File: config.mk
export PLATFORM = sky130hd
export DESIGN_NAME = lbm_render
export DESIGN_NICKNAME = d
export VERILOG_FILES = /design/src/rtl/lbm_pkg.sv /design/src/rtl/lbm_moments.sv /design/src/rtl/lbm_render.sv
export SDC_FILE = /design/constraint.sdc
export NUM_CORES = 1
export LEC_CHECK = 0
export CAP_MARGIN = 15
export CORE_ASPECT_RATIO = 1.1
export CORE_MARGIN = 2
export CORE_UTILIZATION = 51
export DETAILED_ROUTE_END_ITERATION = 12
export PLACE_DENSITY = 0.79
export SYNTH_ARGS = -nofsm -noshare
export SYNTH_HDL_FRONTEND = slang
export SYNTH_HIERARCHICAL = 1
export SYNTH_SLANG_ARGS = --single-unit
File: constraint.sdc
create_clock -name clk_in -period 2.25 [get_ports clk_in]
set_input_delay 0.3375 -clock clk_in [delete_from_list [all_inputs] [get_ports clk_in]]
set_output_delay 0.3375 -clock clk_in [all_outputs]
set_load 0.02 [all_outputs]
File: src/rtl/lbm_pkg.sv
// Shared types and constants for the LBM lattice renderer.
// Direction order matches the lattice word layout in the BRAM.
package lbm_pkg;

    localparam logic [1:0] LBM_SETUP     = 2'd0;
    localparam logic [1:0] LBM_COLLISION = 2'd1;
    localparam logic [1:0] LBM_STREAMING = 2'd2;
    localparam logic [1:0] LBM_WAITING   = 2'd3;

    localparam int DIR_C  = 0;
    localparam int DIR_N  = 1;
    localparam int DIR_NE = 2;
    localparam int DIR_E  = 3;
    localparam int DIR_SE = 4;
    localparam int DIR_S  = 5;
    localparam int DIR_SW = 6;
    localparam int DIR_W  = 7;
    localparam int DIR_NW = 8;

    typedef logic [8:0][7:0] lattice_word_t;

    typedef struct packed {
        logic [3:0] r;
        logic [3:0] g;
        logic [3:0] b;
    } rgb444_t;

    function automatic logic [3:0] sat15(input logic [7:0] v);
        return (v > 8'd15) ? 4'hF : v[3:0];
    endfunction

endpackage

File: src/rtl/lbm_moments.sv
// Registered moment stage: density and, with LBM_RENDER_SPEED_EN,
// the signed x/y momentum of one lattice cell.
module lbm_moments
    import lbm_pkg::*;
(
    input  logic                clk,
    input  logic                rst_n,
    input  lattice_word_t       data,
    output logic [11:0]         density
`ifdef LBM_RENDER_SPEED_EN
    ,
    output logic signed [10:0]  ux,
    output logic signed [10:0]  uy
`endif
);

    logic [11:0] sum;

    always_comb begin
        sum = '0;
        for (int i = 0; i < 9; i++) begin
            sum = sum + 12'(data[i]);
        end
    end

`ifdef LBM_RENDER_SPEED_EN
    logic [10:0] east, west, north, south;

    // 11-bit wrap gives the right two's complement: |diff| <= 765
    assign east  = 11'(data[DIR_NE]) + 11'(data[DIR_E])
                 + 11'(data[DIR_SE]);
    assign west  = 11'(data[DIR_NW]) + 11'(data[DIR_W])
                 + 11'(data[DIR_SW]);
    assign north = 11'(data[DIR_N]) + 11'(data[DIR_NE])
                 + 11'(data[DIR_NW]);
    assign south = 11'(data[DIR_S]) + 11'(data[DIR_SE])
                 + 11'(data[DIR_SW]);
`endif

    always_ff @(posedge clk or negedge rst_n) begin
        if (!rst_n) begin
            density <= '0;
`ifdef LBM_RENDER_SPEED_EN
            ux      <= '0;
            uy      <= '0;
`endif
        end else begin
            density <= sum;
`ifdef LBM_RENDER_SPEED_EN
            ux      <= signed'(east - west);
            uy      <= signed'(north - south);
`endif
        end
    end

endmodule

File: src/rtl/lbm_render.sv
// Lattice-to-frame-buffer renderer; scans the LBM BRAM while the engine waits.
// Optional speed view is built when LBM_RENDER_SPEED_EN is defined.
module lbm_render
    import lbm_pkg::*;
#(
    parameter int HPIXELS   = 320,
    parameter int VPIXELS   = 180,
    parameter int BRAM_SIZE = $clog2(HPIXELS * VPIXELS)
) (
    input  logic                 clk_in,
    input  logic                 rst_n_in,
    input  logic                 frame_req_in,
    input  logic [1:0]           lbm_state_in,
    input  logic                 mode_in,
    input  lattice_word_t        bram_data_in,
    output logic                 rd_own_out,
    output logic [BRAM_SIZE-1:0] addr_out,
    output logic [BRAM_SIZE-1:0] pixel_addr_out,
    output logic [11:0]          pixel_data_out,
    output logic                 pixel_valid_out,
    output logic                 done_out,
    output logic                 abort_out
);

    localparam logic [BRAM_SIZE-1:0] LAST_ADDR =
        BRAM_SIZE'(HPIXELS * VPIXELS - 1);

    localparam logic [1:0] S_IDLE  = 2'd0;
    localparam logic [1:0] S_ARM   = 2'd1;
    localparam logic [1:0] S_SCAN  = 2'd2;
    localparam logic [1:0] S_DRAIN = 2'd3;

    logic [1:0]           state;
    logic                 req;
    logic                 v1, v2, v3;
    logic [BRAM_SIZE-1:0] a1, a2, a3;
    logic [11:0]          density;
    logic                 waiting;
    logic                 pending;
    logic [3:0]           grey;
    rgb444_t              colour;

    assign waiting = (lbm_state_in == LBM_WAITING);
    assign pending = req | frame_req_in;

`ifdef LBM_RENDER_SPEED_EN
    logic signed [10:0] ux, uy;
    logic [10:0]        ax, ay, speed;
    logic [3:0]         red;
    logic               mode;

    lbm_moments u_moments (
        .clk     (clk_in),
        .rst_n   (rst_n_in),
        .data    (bram_data_in),
        .density (density),
        .ux      (ux),
        .uy      (uy)
    );

    always_comb begin
        ax    = ux[10] ? 11'(-ux) : 11'(ux);
        ay    = uy[10] ? 11'(-uy) : 11'(uy);
        speed = ax + ay;
        red   = sat15(speed[10:3]);
    end
`else
    logic unused_mode;

    assign unused_mode = mode_in;

    lbm_moments u_moments (
        .clk     (clk_in),
        .rst_n   (rst_n_in),
        .data    (bram_data_in),
        .density (density)
    );
`endif

    always_comb begin
        grey   = sat15({1'b0, density[11:5]});
        colour = '{r: grey, g: grey, b: grey};
`ifdef LBM_RENDER_SPEED_EN
        if (mode) colour = '{r: red, g: 4'h0, b: 4'hF - red};
`endif
    end

    always_ff @(posedge clk_in or negedge rst_n_in) begin
        if (!rst_n_in) begin
            state           <= S_IDLE;
            req             <= 1'b0;
            rd_own_out      <= 1'b0;
            addr_out        <= '0;
            v1              <= 1'b0;
            v2              <= 1'b0;
            v3              <= 1'b0;
            a1              <= '0;
            a2              <= '0;
            a3              <= '0;
            pixel_addr_out  <= '0;
            pixel_data_out  <= '0;
            pixel_valid_out <= 1'b0;
            done_out        <= 1'b0;
            abort_out       <= 1'b0;
`ifdef LBM_RENDER_SPEED_EN
            mode            <= 1'b0;
`endif
        end else begin
            done_out        <= 1'b0;
            abort_out       <= 1'b0;
            if (frame_req_in) req <= 1'b1;
            // address and valid ride alongside the BRAM/moment latency
            v1              <= (state == S_SCAN) && waiting;
            a1              <= addr_out;
            v2              <= v1;
            a2              <= a1;
            v3              <= v2;
            a3              <= a2;
            pixel_valid_out <= v3;
            pixel_addr_out  <= a3;
            pixel_data_out  <= colour;
            unique case (state)
                S_IDLE: begin
                    if (pending) state <= S_ARM;
                end
                S_ARM: begin
                    if (waiting) begin
                        state      <= S_SCAN;
                        addr_out   <= '0;
                        rd_own_out <= 1'b1;
                        req        <= frame_req_in;
`ifdef LBM_RENDER_SPEED_EN
                        mode       <= mode_in;
`endif
                    end
                end
                S_SCAN: begin
                    if (!waiting) begin
                        state           <= S_ARM;
                        rd_own_out      <= 1'b0;
                        abort_out       <= 1'b1;
                        req             <= 1'b1;
                        v2              <= 1'b0;
                        v3              <= 1'b0;
                        pixel_valid_out <= 1'b0;
                    end else if (addr_out == LAST_ADDR) begin
                        state      <= S_DRAIN;
                        rd_own_out <= 1'b0;
                    end else begin
                        addr_out <= addr_out + BRAM_SIZE'(1);
                    end
                end
                S_DRAIN: begin
                    if (!(v1 | v2 | v3)) begin
                        done_out <= 1'b1;
                        state    <= S_IDLE;
                    end
                end
            endcase
        end
    end

endmodule

# Word level (Yosys, flattened, before mapping)

Index checks and enable logic that the tools add are counted.

Flip-flop bits (word level): 114
Output and inout bits: 48
Bits of input ports: 78
Word-level logic and storage cells: 75

Bitwise logic cells: 3
Add/sub/neg operators: 9
Reduce and logical (&&, ||, !) cells: 6
Eq/ne operators: 11
Multiplexer cells: 29
Magnitude comparators: 1

Operators by type and width:

| kind                                                  | count |
|---|---|
| adder 12 x 8 -> 12 bit                                | 7 |
| two-way mux 16 bit                                    | 3 |
| case mux 16 bit (2 select lines)                      | 1 |
| adder 16 x 1 -> 16 bit, second input constant         | 1 |
| equality test 16 bit, second input constant           | 1 |
| two-way mux 1 bit                                     | 16 |
| two-way mux 2 bit                                     | 5 |
| inequality test 2 bit, second input constant          | 5 |
| adder 8 x 8 -> 9 bit                                  | 1 |
| case mux 2 bit (4 select lines)                       | 1 |
| AND reduction 4 bit                                   | 2 |
| > comparator 7 x 4 -> 1 bit, second input constant    | 1 |
| equality test 2 bit, second input constant            | 3 |
| two-way mux 4 bit                                     | 1 |
| case mux 1 bit (2 select lines)                       | 2 |
| inequality test 3 x 2 -> 1 bit, second input constant | 1 |
| bitwise OR 1 bit                                      | 3 |
| AND reduction 3 bit                                   | 1 |
| equality test 2 x 1 -> 1 bit, second input constant   | 1 |
| logical NOT 2 bit                                     | 1 |
| nonzero test 2 bit                                    | 1 |
| logical AND 1 bit                                     | 1 |

# Logic depth before layout (Yosys ltp)

Depth in word-level cells: 8
Gate-level depth with buffers: 18
Mapped depth without buffers: 17

# By module

The synthesis kept the hierarchy.

By module, submodules not included:

| module      | sequential area each (µm²) | instances | cells an instance | area each (µm²) |
|---|---|---|---|---|
| lbm_render  | 2352.3                     | 1         | 240               | 3364.5 |
| lbm_moments | 300.3                      | 1         | 248               | 2327.2 |

# Least setup slack after synthesis

Ideal clock, no wire load.

Path kind: input to register
From: input bram_data_in[0] in the netlist's numbering
To: register u_moments.density[10]
Buffers on the path: 0
Path slack: -1.894 ns
Required time: 2.151 ns
Cell stages on the path: 17
Data arrival time: 4.045 ns
Library setup time: 0.099 ns
Cell sequence: ha_1 > inv_1 > fa_1 > nor2b_1 > nor3_1 > o31a_1 > xnor2_1 > fa_1 > fa_1 > inv_1 > fa_1 > inv_1 > ha_1 > o211ai_1 > a21oi_1 > o2111a_1 > a311oi_1

Longest elaborated chain between the ends: 8

Ends and longest elaborated chain:

| element                              | RTL line          | RTL |
|---|---|---|
| from (decl)                          | lbm_render.sv:15  | `input lattice_word_t bram_data_in,` |
| adder 8 x 8 -> 9 bit                 | lbm_moments.sv:22 | `sum = sum + 12'(data[i]);` |
| adder 12 x 8 -> 12 bit (7 in series) | lbm_moments.sv:22 |  |
| named net u_moments.sum[10]          | lbm_moments.sv:17 | `logic [11:0] sum;` |
| to (signal assigned)                 | lbm_moments.sv:48 | `density <= sum;` |
| to (decl)                            | lbm_moments.sv:9  | `output logic [11:0] density` |

The timed path passes the listed nets, and every way through them passes these cells.
A chain may end at the register's enable or synchronous reset.

# Worst setup path after layout

From: input bram_data_in[10] in the netlist's numbering
To: register u_moments.density[9]

The elaborated chain is that of the path after synthesis.

==> results.sh <==
export IMPL_run_status="finished, violations left"
export IMPL_violations="negative setup slack"
export IMPL_numClockSinks=101
export IMPL_drive_gt1_share_pct=21.2
export IMPL_num_antenna_cells=0
export IMPL_clock_tree_root_cell="sky130_fd_sc_hd__clkbuf_16"
export IMPL_die_x_um=104
export IMPL_hold_depth=0
export IMPL_critical_path_max_fanout=4
export IMPL_num_vias=4063
export IMPL_final_nets=798
export IMPL_gr_max_usage_layer="met2"
export IMPL_drt_iter0_drcs=210
export IMPL_ir_worst_vdd_mv=0.959
export IMPL_holdCritStartpoint="a2[14]"
export IMPL_worst_path_largest_cell_delay_ns=0.52
export IMPL_finalClockSkew_ns=0.00892
export IMPL_wl_mm=12.5
export IMPL_cts_made_buffers=9
export IMPL_grt_total_usage_pct=21.9
export IMPL_final_max_slew_viol_count=0
export IMPL_core_region_area_um2=10500
export IMPL_grt_start_max_net_pins=49
export IMPL_i_o_buffers=124
export IMPL_tritoncts_clock_tree="yes"
export IMPL_grt_util_met2_pct=41.9
export IMPL_post_route_period_util_pct=177
export IMPL_syn_instance_count=481
export IMPL_cp_slowest_cell="sky130_fd_sc_hd__or4_1"
export IMPL_critPathCaptureType="flop"
export IMPL_rsz0062_at_grt="yes"
export IMPL_postRouteAntennaNets=0
export IMPL_max_slew_margin_pct=65.7
export IMPL_report_final_setup_viol=7
export IMPL_syn_cell_area_um2=5550
export IMPL_floorplan_rows=39
export IMPL_clock_fmax_mhz=252
export IMPL_place_detailed_hpwl_mm=8.77
export IMPL_avgSynthCellArea_um2=11.5
export IMPL_groute_layer_met1_usage_pct=26.2
export IMPL_critical_path_n_buffers_inverters=1
export IMPL_dp_cells=767
export IMPL_clock_path_buffers=2
export IMPL_worstSetupStartpointType="input pin"
export IMPL_grt_pass1_wl_mm=20.7
export IMPL_start_util_pct=52.9
export IMPL_number_of_cell_instances_on_the_worst_register_to_register_path=6
export IMPL_power_per_cell_area_nw_per_um2=1220
export IMPL_worstSetupPathType="in2reg"
export IMPL_globalRoute_totalOverflow=0
export IMPL_min_delay_worst_endpoint="a3[14]"
export IMPL_total_leakage_power_nw=3.81
export IMPL_antenna_violations_before_repair=0
export IMPL_critical_path_required_ns=2.44
export IMPL_critPathTopFamily="adder cells"
export IMPL_dp_worst_slack_ns=-2.42
export IMPL_finalHoldViolations=0
export IMPL_globalplace_congestion=0.879
export IMPL_r2r_slack_ns=0.30
export IMPL_first_global_vias=4288
export IMPL_num_fill_cells=633
export IMPL_setup_tns_final_ns=-11.33
export IMPL_flow_area_growth_from_synthesis_pct=41.0
export IMPL_post_drt_wl_per_cell_um=15.8
export IMPL_layout_setup_ws_ns=-1.72
export IMPL_critical_path_cell_chain="clkdlybuf4s15_1, ha_4, a211oi_4, nor3_4, or4_1, nand4_1, fa_1, fa_1, fa_2, ha_4, o21ai_2, nor2b_1, a311oi_1, o311ai_2"
export IMPL_reg2reg_from="addr_out[0]"
export IMPL_ys_warnings_count=6
export IMPL_regToRegEndpoint="addr_out[10]"
export IMPL_maxCapViolCount=0
export IMPL_mappedNetlistNets=634
export IMPL_fp_dieH_um=113
export IMPL_number_of_ports_placed_on_the_die_boundary=126
export IMPL_insertion_delay_ns=0.34
export IMPL_tightestPinTransition_ns=0.511
export IMPL_hold_slack_ns=0.345
export IMPL_clock_pin_transition_on_the_worst_setup_and_hold_timing_paths_ns=0.07
export IMPL_layoutNonFillerInstCount=793
export IMPL_avgViaCountPerCell=5.12
export IMPL_clock_tree_htree_level_count=3
export IMPL_area_enclosed_by_the_die_boundary_um2=11700
export IMPL_worstHoldPathType="reg2reg"
export IMPL_drt_pre_antenna_iters=4
export IMPL_worst_ep_arrival_time_ns=4.17
export IMPL_remaining_drc_errors=0
export IMPL_groute_layer_met3_usage_pct=3.83
export IMPL_timing_final_crit_period_ns=3.97
[metrics by stage]
stage	total power, W	util, %	instance area [um^2]
detailed placement	0.00711	68.8	7220
global placement	0.00688	68.8	7220
finish	0.00957	74.7	7830
CTS	0.00911	73.8	7740
floorplan	0.00553	-	5640
global route	0.0102	74.7	7830
[what timing repair did]
action	CTS	global route
pin swaps	62	20
gates resized for setup	104	18
endpoints found under the hold margin	18	0
setup buffers	6	4
endpoints found under the setup margin	7	7
hold buffers	1	0
[layout by cell type, fill, tap and decap left out, types with 12 or more instances in the layout]
master                            instances
sky130_fd_sc_hd__dfrtp_1                101
sky130_fd_sc_hd__inv_1                   96
sky130_fd_sc_hd__clkdlybuf4s50_1         86
sky130_fd_sc_hd__buf_4                   41
sky130_fd_sc_hd__fa_1                    37
sky130_fd_sc_hd__dlygate4sd2_1           26
sky130_fd_sc_hd__nand2_1                 16
sky130_fd_sc_hd__ha_1                    14
sky130_fd_sc_hd__inv_2                   14
sky130_fd_sc_hd__ha_4                    12
[registers in the layout, summed over array words and instances, names as in the netlist, 2 cells and up]
name / flops
state: 2
addr_out: 16
a2: 16
u_moments/density: 7
pixel_data_out: 4
a3: 16
a1: 16
pixel_addr_out: 16
[report_power, final]
part | switching, W | internal, W
Clock | 0.000663 | 0.000792
Combinational | 0.00301 | 0.00296
Sequential | 0.0000971 | 0.00204
Total | 0.00377 | 0.00579
[routing by layer]
layer  vias to the layer above  share of wire [%]  wire length, um
li1                       1887                  -                -
met4                         0                1.0              128
met5                         -                  0                0
met1                      2035                 39             4830
met2                       126                 56             7080
met3                        15                4.1              509
[worst max-delay path by stage]
stage,start,end,slack [ns],depth (start not counted)
3_5_place_dp,bram_data_in[0],u_moments/density[10],-2.42,18
2_1_floorplan,bram_data_in[0],u_moments/density[10],-1.64,17
3_3_place_gp,bram_data_in[0],u_moments/density[10],-2.28,18
4_1_cts,bram_data_in[8],u_moments/density[10],-1.67,18
6_report,bram_data_in[10],u_moments/density[9],-1.72,14
5_1_grt,bram_data_in[10],u_moments/density[9],-1.80,14
[final cells by class]
cell class / count / area, um^2 / area share [%]
flip-flops and latches: 101 / 2530 / 32.3
well taps: 143 / 179 / 2.28
inverters: 110 / 413 / 5.27
multi-input cells: 252 / 2840 / 36.2
clock inverters: 5 / 42.5 / 0.543
repair buffers: 171 / 1590 / 20.3
clock buffers: 11 / 243 / 3.10
(Power assumes the default switching activity.)
